## src/rtl/disp_scheduler_pkg.sv

```systemverilog
// Shared types and constants for the seven-segment display scheduler.
package disp_pkg;

    typedef enum logic [1:0] {
        IDLE,
        CONV,
        HOLD
    } state_e;

    localparam int          MAX_DISP   = 9999;
    localparam logic [3:0]  BLANK      = 4'hF;
    localparam int          BCD_DIGITS = 4;

endpackage

```

## src/rtl/disp_scheduler_if.sv

```systemverilog
// Request/response and digit bus between the requesters, the scheduler and the scan driver.
interface disp_scheduler_if #(
    parameter int DATA_W = 14
);
    logic              meas_valid;
    logic [DATA_W-1:0] meas_data;
    logic              meas_ready;
    logic              err_valid;
    logic              err_ready;
    logic [3:0]        digit0;
    logic [3:0]        digit1;
    logic [3:0]        digit2;
    logic [3:0]        digit3;
    logic              upd;
    logic              busy;

    modport slave (
        input  meas_valid, meas_data, err_valid,
        output meas_ready, err_ready, digit0, digit1, digit2, digit3, upd, busy
    );

    modport master (
        output meas_valid, meas_data, err_valid,
        input  meas_ready, err_ready, digit0, digit1, digit2, digit3, upd, busy
    );
endinterface

```

## src/rtl/disp_scheduler_bin2bcd.sv

```systemverilog
// Iterative double-dabble converter: one add-3/shift step per clock, DATA_W steps.
// done_o is combinational on the last step so the caller can latch bcd_o on that edge.
module bin2bcd_seq
    import disp_pkg::*;
#(
    parameter int DATA_W = 14
) (
    input  logic                      clk_i,
    input  logic                      rst_i,
    input  logic                      start_i,
    input  logic [DATA_W-1:0]         bin_i,
    output logic                      done_o,
    output logic [4*BCD_DIGITS-1:0]   bcd_o
);

    localparam int BCD_W = 4 * BCD_DIGITS;
    localparam int SR_W  = BCD_W + DATA_W;
    localparam int CNT_W = $clog2(DATA_W + 1);

    logic [SR_W-1:0]  sr_q, sr_d, sr_adj, sr_shift;
    logic [CNT_W-1:0] cnt_q, cnt_d;
    logic             act_q, act_d;

    always_comb begin
        sr_adj = sr_q;
        for (int i = 0; i < BCD_DIGITS; i++) begin
            if (sr_q[DATA_W + 4*i +: 4] >= 4'd5)
                sr_adj[DATA_W + 4*i +: 4] = sr_q[DATA_W + 4*i +: 4] + 4'd3;
        end
        sr_shift = sr_adj << 1;
    end

    assign done_o = act_q && (cnt_q == CNT_W'(DATA_W - 1));
    assign bcd_o  = sr_shift[SR_W-1 -: BCD_W];

    always_comb begin
        sr_d  = sr_q;
        cnt_d = cnt_q;
        act_d = act_q;
        if (start_i) begin
            sr_d  = {{BCD_W{1'b0}}, bin_i};
            cnt_d = '0;
            act_d = 1'b1;
        end else if (act_q) begin
            sr_d = sr_shift;
            if (done_o) begin
                cnt_d = '0;
                act_d = 1'b0;
            end else begin
                cnt_d = cnt_q + CNT_W'(1);
            end
        end
    end

    always_ff @(posedge clk_i) begin
        if (rst_i) begin
            sr_q  <= '0;
            cnt_q <= '0;
            act_q <= 1'b0;
        end else begin
            sr_q  <= sr_d;
            cnt_q <= cnt_d;
            act_q <= act_d;
        end
    end

endmodule

```

## src/rtl/disp_scheduler.sv

```systemverilog
// Arbitrates error/distance requests (error first), saturates or converts distances,
// drives the four BCD digits and holds each new value for HOLD_CYC clocks.
module disp_scheduler
    import disp_pkg::*;
#(
    parameter int DATA_W   = 14,
    parameter int HOLD_CYC = 25_000_000
) (
    input  logic            sys_clk50m,
    input  logic            sys_rst,
    disp_scheduler_if.slave bus
);

    localparam int HOLD_W = $clog2(HOLD_CYC + 1);

    state_e                          state_q, state_d;
    logic [HOLD_W-1:0]               hold_q, hold_d;
    logic [BCD_DIGITS-1:0][3:0]      dig_q, dig_d;
    logic                            upd_q, upd_d;
    logic                            busy_q, busy_d;
    logic                            conv_start, conv_done, sat;
    logic [4*BCD_DIGITS-1:0]         conv_bcd;

    assign sat = 32'(bus.meas_data) > 32'(MAX_DISP);

    bin2bcd_seq #(.DATA_W(DATA_W)) u_bin2bcd (
        .clk_i   (sys_clk50m),
        .rst_i   (sys_rst),
        .start_i (conv_start),
        .bin_i   (bus.meas_data),
        .done_o  (conv_done),
        .bcd_o   (conv_bcd)
    );

    always_comb begin
        state_d        = state_q;
        hold_d         = hold_q;
        dig_d          = dig_q;
        upd_d          = 1'b0;
        conv_start     = 1'b0;
        bus.meas_ready = 1'b0;
        bus.err_ready  = 1'b0;
        case (state_q)
            IDLE: begin
                bus.err_ready  = !sys_rst;
                bus.meas_ready = !sys_rst && !bus.err_valid;
                if (bus.err_valid && bus.err_ready) begin
                    dig_d   = {BCD_DIGITS{BLANK}};
                    upd_d   = 1'b1;
                    hold_d  = '0;
                    state_d = HOLD;
                end else if (bus.meas_valid && bus.meas_ready) begin
                    if (sat) begin
                        dig_d   = {BCD_DIGITS{4'd9}};
                        upd_d   = 1'b1;
                        hold_d  = '0;
                        state_d = HOLD;
                    end else begin
                        conv_start = 1'b1;
                        state_d    = CONV;
                    end
                end
            end
            CONV: begin
                if (conv_done) begin
                    dig_d   = conv_bcd;
                    upd_d   = 1'b1;
                    hold_d  = '0;
                    state_d = HOLD;
                end
            end
            HOLD: begin
                // The upd cycle itself is not part of the hold window.
                if (!upd_q) begin
                    if (hold_q == HOLD_W'(HOLD_CYC - 1)) begin
                        hold_d  = '0;
                        state_d = IDLE;
                    end else begin
                        hold_d = hold_q + HOLD_W'(1);
                    end
                end
            end
            default: state_d = IDLE;
        endcase
        busy_d = (state_d != IDLE);
    end

    always_ff @(posedge sys_clk50m) begin
        if (sys_rst) begin
            state_q <= IDLE;
            hold_q  <= '0;
            dig_q   <= '0;
            upd_q   <= 1'b0;
            busy_q  <= 1'b0;
        end else begin
            state_q <= state_d;
            hold_q  <= hold_d;
            dig_q   <= dig_d;
            upd_q   <= upd_d;
            busy_q  <= busy_d;
        end
    end

    assign bus.digit0 = dig_q[0];
    assign bus.digit1 = dig_q[1];
    assign bus.digit2 = dig_q[2];
    assign bus.digit3 = dig_q[3];
    assign bus.upd    = upd_q;
    assign bus.busy   = busy_q;

endmodule
```

## src/flat_wrapper.sv

```systemverilog
// flat-port wrapper written by rule: the top's interface ports become plain ports
module disp_scheduler_flat import disp_pkg::*;
#(
    parameter int DATA_W   = 14,
    parameter int HOLD_CYC = 25_000_000
)
  (sys_clk50m, sys_rst, bus_meas_valid, bus_meas_data, bus_err_valid, bus_meas_ready, bus_err_ready, bus_digit0, bus_digit1, bus_digit2, bus_digit3, bus_upd, bus_busy);
  disp_scheduler_if #(.DATA_W(DATA_W)) bus_i ();
  input  logic sys_clk50m;
  input  logic sys_rst;
  input wire logic [$bits(bus_i.meas_valid)-1:0] bus_meas_valid;
  input wire logic [$bits(bus_i.meas_data)-1:0] bus_meas_data;
  input wire logic [$bits(bus_i.err_valid)-1:0] bus_err_valid;
  output wire logic [$bits(bus_i.meas_ready)-1:0] bus_meas_ready;
  output wire logic [$bits(bus_i.err_ready)-1:0] bus_err_ready;
  output wire logic [$bits(bus_i.digit0)-1:0] bus_digit0;
  output wire logic [$bits(bus_i.digit1)-1:0] bus_digit1;
  output wire logic [$bits(bus_i.digit2)-1:0] bus_digit2;
  output wire logic [$bits(bus_i.digit3)-1:0] bus_digit3;
  output wire logic [$bits(bus_i.upd)-1:0] bus_upd;
  output wire logic [$bits(bus_i.busy)-1:0] bus_busy;
  assign bus_i.meas_valid = bus_meas_valid;
  assign bus_i.meas_data = bus_meas_data;
  assign bus_i.err_valid = bus_err_valid;
  assign bus_meas_ready = bus_i.meas_ready;
  assign bus_err_ready = bus_i.err_ready;
  assign bus_digit0 = bus_i.digit0;
  assign bus_digit1 = bus_i.digit1;
  assign bus_digit2 = bus_i.digit2;
  assign bus_digit3 = bus_i.digit3;
  assign bus_upd = bus_i.upd;
  assign bus_busy = bus_i.busy;
  disp_scheduler #(.DATA_W(DATA_W), .HOLD_CYC(HOLD_CYC)) u_core (.sys_clk50m(sys_clk50m), .sys_rst(sys_rst), .bus(bus_i));
endmodule
```

## config.mk

```make
export PLATFORM = sky130hd
export DESIGN_NAME = disp_scheduler_flat
export DESIGN_NICKNAME = d
export VERILOG_FILES = /design/src/rtl/disp_scheduler_pkg.sv /design/src/rtl/disp_scheduler_if.sv /design/src/rtl/disp_scheduler_bin2bcd.sv /design/src/rtl/disp_scheduler.sv /design/src/flat_wrapper.sv
export SDC_FILE = /design/constraint.sdc
export NUM_CORES = 1
export LEC_CHECK = 0
export CORE_MARGIN = 2
export CORE_UTILIZATION = 45
export DETAILED_ROUTE_END_ITERATION = 8
export HOLD_SLACK_MARGIN = 0.1
export PLACE_DENSITY_LB_ADDON = 0.05
export SLEW_MARGIN = 10
export SYNTH_ARGS = -nofsm -noshare
export SYNTH_HDL_FRONTEND = slang
export SYNTH_SLANG_ARGS = --single-unit
```

## constraint.sdc

```tcl
create_clock -name sys_clk50m -period 2.99 [get_ports sys_clk50m]
set_input_delay 0.598 -clock sys_clk50m [delete_from_list [all_inputs] [get_ports sys_clk50m]]
set_output_delay 0.598 -clock sys_clk50m [all_outputs]
set_load 0.01 [all_outputs]
```

# Word-level counts from Yosys, hierarchy flattened
# Index checks and enable logic that the tools add are counted.
[totals] output_inout_bits=20 reg_bits=80
[op_classes] mux=40 reduce_logical=14 add_sub_neg=6 n_lt_le_gt_ge=5 eq_ne=8
[ops] op="two-way mux 25 bit" n=6
[ops] op="case mux 25 bit (3 select lines)" n=1
[ops] op="two-way mux 16 bit" n=4
[ops] op="case mux 16 bit (2 select lines)" n=1
[ops] op="two-way mux 14 bit" n=2
[ops] op="adder 25 x 1 -> 25 bit, second input constant" n=1
[ops] op="== test 25 bit, second input constant" n=1
[ops] op="greater-or-equal comparator 4 x 3 -> 1 bit, second input constant" n=4
[ops] op="two-way mux 4 bit" n=4
[ops] op="greater-than comparator 14 bit, second input constant" n=1
[ops] op="two-way mux 1 bit" n=13
[ops] op="adder 4 x 2 -> 4 bit, second input constant" n=3
[ops] op="two-way mux 2 bit" n=6
[ops] op="inequality test 3 x 1 -> 1 bit, second input constant" n=2
[ops] op="case mux 2 bit (3 select lines)" n=1
[ops] op="nonzero test 2 bit" n=3
[ops] op="AND reduction 5 bit" n=1
[ops] op="adder 4 x 1 -> 4 bit, second input constant" n=1
[ops] op="== test 4 bit, second input constant" n=1
[ops] op="logical AND 1 bit" n=4
[ops] op="AND reduction 4 bit" n=1
[ops] op="adder 3 x 2 -> 3 bit, second input constant" n=1
[ops] op="two-way mux 3 bit" n=1
[ops] op="nonzero test 3 bit" n=1
[ops] op="other kinds (8)" n=9

# Depth between registers and ports, before layout
[depth] depth_word=7 mapped_depth=9 ltp_nobuf=7

# Cells and area by module
# Synthesis repeated with hierarchy kept, for this count alone.
[hier_totals] cells_unflattened=559 area_unflattened_um2=4449.3
[by_module_without_submodules] module="disp_scheduler" cells_each=303 n_inst=1 area_per_inst_um2=2422.3 seq_area_each_um2=900.9
[by_module_without_submodules] module="bin2bcd_seq" cells_each=256 n_inst=1 area_per_inst_um2=2026.9 seq_area_each_um2=700.7

# Least setup slack after synthesis
# OpenSTA, ideal clock, no wires.
[synth_timing] path_type="reg2reg" start="reg u_core.hold_q[0]" end="reg u_core.hold_q[14]" arrival_time_ns=1.976 setup_time_ns=0.074 path_stages_with_launch=9 synth_period_minus_slack_ns=2.050 path_slack_ns=0.940 n_path_buf=2 path_cell_list="dfxtp_1 -> ha_1 -> and4_4 -> buf_6 -> and4_4 -> buf_6 -> a21o_1 -> or4_1 -> a31oi_1"
[synth_between] elab_chain_cells=4
[synth_rtl] element="start: declaration" line_no="disp_scheduler.sv:17" source="logic [HOLD_W-1:0] hold_q, hold_d;"
[synth_rtl] element="start signal: assignment" line_no="disp_scheduler.sv:97" source="hold_q <= hold_d;"
[synth_rtl] element="adder 25 x 1 -> 25 bit / == test 25 bit (equally long branches)" line_no="disp_scheduler.sv:79, disp_scheduler.sv:75"
[synth_rtl] element="two-way mux 25 bit (*)" line_no="disp_scheduler.sv:75" source="if (hold_q == HOLD_W'(HOLD_CYC - 1)) begin"
[synth_rtl] element="two-way mux 25 bit (*)" line_no="disp_scheduler.sv:74" source="if (!upd_q) begin"
[synth_rtl] element="case mux 25 bit (3 select lines) (*)" line_no="disp_scheduler.sv:43" source="case (state_q)"
# Every way passes the cells marked *; elsewhere a longest branch is shown, timed or not. The select of a mux whose other input is x is not followed.
# A chain may end at the register's enable or synchronous reset.

# Worst setup path in the final report
[layout_timing] start="in bus_err_valid" end="out bus_meas_ready"
[layout_between] elab_chain_cells=3
[layout_rtl] element="start: declaration" line_no="flat_wrapper.sv:13" source="input wire logic [$bits(bus_i.err_valid)-1:0] bus_err_valid;"
[layout_rtl] element="logical NOT 1 bit" line_no="disp_scheduler.sv:46" source="bus.meas_ready = !sys_rst && !bus.err_valid;"
[layout_rtl] element="logical AND 1 bit" line_no="disp_scheduler.sv:46"
[layout_rtl] element="two-way mux 1 bit" line_no="disp_scheduler.sv:43"
[layout_rtl] element="end: declaration" line_no="flat_wrapper.sv:14" source="output wire logic [$bits(bus_i.meas_ready)-1:0] bus_meas_ready;"
# Every way passes these cells.

==> summary.md <==
| Metric | Value |
|---|---|
| # port buffers | 37 |
| Worst path max stage delay | 590 ps |
| Placed cell areas | 4463 sq um |
| Clock Skews | 13.86 ps |
| Count leader, synth | dfxtp_1 |
| Async SR Flop Fraction | 0% |
| Post-CTS resize count | 0 |
| Worst slew margin | 46.03% |
| Die area | 9778 sq um |
| Synth top area share | 39.53% |
| Slew Limit Fails | 0 |
| First-pass DRT Iterations | 4 |
| Worst reg-to-reg setup slack | 710 ps |
| Antenna diodes | 0 |
| Outcome | finished, final reports clean |
| DRC | 0 |
| Die Ht | 98.89 microns |
| Synthesized area | 4051 sq um |
| Tot GR Track Use | 19.13% |
| Crit Path Max Fanout | 7 |
| Die X-Extent | 98.89 microns |
| Distinct cells, synth | 50 |
| IO Pins | 38 |
| H-tree depth | 3 |
| Crit-path cells | clkdlybuf4s50_1, nor4_1, clkdlybuf4s50_1 |
| Final setup margin | 362.7 ps |
| Worst path most repeated cell | clkdlybuf4s50_1 |
| Cts hold-fix bufs | 0 |
| Vias | 3522 |
| Crit path buffers/inverters | 2 |
| GPL Wtd Cong | 0.7917 |
| Synthesized netlist cell count | 471 |
| Worst Reg-to-Reg Cells | 6 |
| CTS Buf Count | 9 |
| DP Cell Count | 595 |
| Family with the most delay on the worst path | buffers and inverters |
| Synth Area per Inst | 8.602 sq um |
| Min-Delay Path Class | flip-flop to flip-flop |
| Final setup TNS | 0 ps |
| Setup crit end kind | primary output |
| Max frequency | 380.6 MHz |
| Reg-to-reg endpoint | u_core.hold_q[22] |
| Area contributors post-synth | dfxtp_1, mux2i_1, a211oi_1 |
| Critical setup path kind | input pin to primary output |
| Max cap viols | 0 |
| Area Overhead vs Synth | 15.26% |
| Final setup vio count | 0 |
| Final HPWL DP | 6419 microns |
| Nets | 527 |
| Actual slew at the worst max-slew pin | 802.2 ps |
| Post-Route Utilization | 53.54% |
| Fillers | 853 |
| Synth Flop Type | dfxtp_1 |
| Hold Path End | u_core.hold_q[24] |
| Sequential area share after synthesis | 39.53% |
| Via density | 5.764 |
| FF-to-FF Start | u_core.hold_q[0] |
| Post-synth top area cell | dfxtp_1 |
| CTS tree | done |
| Postcts setup bufs | 0 |
| Final period util | 87.87% |
| Fin crit period | 2627 ps |
| Starting Density | 46.46% |
| Hold Path Cell Cnt | 1 |
| Layout cells sized above 1 | 7.952% |
| HP Start | u_core.hold_q[24] |
| Clock buffer depth | 2 |
| Worst slack, placed | 296.3 ps |
| Clock sinks | 80 |
| Clock transition at path regs | 80 ps |
| Worst skew pair latency | 350 ps |
| WL final | 9157 microns |
| Hold Fails Final Rpt | 0 |
| Crit start category | input pin |
| Pleak | 1.568 nW |
| WL/cell | 14.99 microns |
| Final Cell Area | 4669 sq um |
| Total gr overflow | 0 |
| Row Count | 34 |
| Post-synth EDFFs | 0 |
| First-pass GRT wire length | 15500 microns |
| CP max stage cell | clkdlybuf4s50_1 |
| RSZ-0062 raised after global routing | no |
| WP data required | 2390 ps |
| Non-Filler Instances | 611 |
| Pin count of the biggest net entering global routing | 42 |
| Synth cell count leaders | dfxtp_1, nor2_1, a211oi_1, mux2i_1, a21oi_1 |
| Vias in the first global route | 3323 |
| VDD IR max | 344.6 uV |
| Ys Warns | 0 |
| Final ANT Viol Nets | 0 |
| Iter 0 DRT Violations | 173 |
| Antenna violations before repair | 0 |
| Core Footprint | 8721 sq um |
| Post-Syn Nets | 500 |
| Clk root buf | clkbuf_8 |
| Crit path DAT | 2030 ps |
| Pwr dens | 484.8 nW/um^2 |
| Yosys reg bits | 80 |
worst max-delay path by stage:
stage	start	to	slack (ps)	depth (start not counted)
floorplan	u_core.hold_q[0]	u_core.hold_q[14]	940	8
global placement	bus_meas_data[6]	u_core.u_bin2bcd.sr_q[8]	370	6
detailed placement	bus_meas_data[7]	u_core.u_bin2bcd.sr_q[8]	300	6
CTS	bus_err_valid	bus_meas_ready	350	3
global route	bus_err_valid	bus_meas_ready	310	3
finish	bus_err_valid	bus_meas_ready	360	3
area by class of cell:
type                       count  area, sq um  share of cell area [%]
clock buffer                  11        151.4                   3.242
clock inverter                 5        55.05                   1.179
inverter                      13        48.80                   1.045
multi-input combinational    347         2231                   47.78
sequential                    80         1603                   34.32
tap                          108        135.1                   2.894
timing repair buffer          47        445.4                   9.539
per-stage QoR:
step	total power, mW	hold slack [ps]
global placement	1.467	448.1
floorplan	1.344	431.2
finish	2.264	465.8
CTS	2.298	469.9
detailed placement	1.471	461.9
global route	2.374	503.7
metal layers:
metal / wire length (microns) / global-route usage [%] / vias up / share of wire, %
li1: - / - / 1786 / -
met1: 4284 / 24.82 / 1676 / 47
met2: 4533 / 31.81 / 56 / 50
met3: 284 / 4.255 / 4 / 3.1
met4: 54 / 5.796 / 0 / 0.59
met5: 0 / 0 / - / 0
worst reg2reg max path: cells and delay by family (launching register included):
| family | cells | cell delay (ps) |
|---|---|---|
| DFF | 1 | 390 |
| and+or+nand+nor | 3 | 1180 |
| AOI/OAI and AO/OA | 2 | 280 |
| adders and majority gates | 1 | 290 |
report_power, final:
| group | switching, mW | internal [mW] |
|---|---|---|
| logic | 0.160 | 0.145 |
| registers | 0.0328 | 1.11 |
| clock network | 0.391 | 0.429 |
cells by family (layout without fill, tap and decap cells):
logic type	count (synthesis)	in the layout	share of synthesized area [%]
AO/OA/AOI/OAI	117	117	19.30
XOR/XNOR	4	4	0.8646
adder cells (fa/ha/maj)	11	11	3.397
buffers and inverters	44	76	5.405
flip-flops	80	80	39.53
multiplexers	34	34	8.400
AND/OR/NAND/NOR	181	181	23.10
cell usage in the layout, fill, tap and decap left out, types with 3 or more instances in the layout:
cell type         n
and2_1            4
or3_1             4
nand3b_1          3
a211oi_1         36
mux2i_1          34
a41oi_1           5
inv_1            13
nor2_1           56
nand4_1          14
clkbuf_8         11
clkdlybuf4s50_1  37
a21oi_1          33
buf_4            10
nor2b_1           4
nand3_1          13
nor3_1           17
nand2b_1          8
xnor2_1           4
ha_1             11
nor4_1            3
nor3b_1           7
nand2_1          29
o21ai_0          13
and3_1            5
a31oi_1          12
dfxtp_1          79
sequential cells by signal, indices dropped and copies added, names as in the netlist:
name	count
u_core.u_bin2bcd.sr_q	30
u_core.hold_q	25
u_core.bus.digit0	4
u_core.bus.digit1	4
u_core.bus.digit2	4
u_core.bus.digit3	4
u_core.u_bin2bcd.cnt_q	4
u_core.state_q	2
u_core.bus.busy	1
u_core.bus.upd	1
u_core.u_bin2bcd.act_q	1
(Power assumes the default switching activity.)
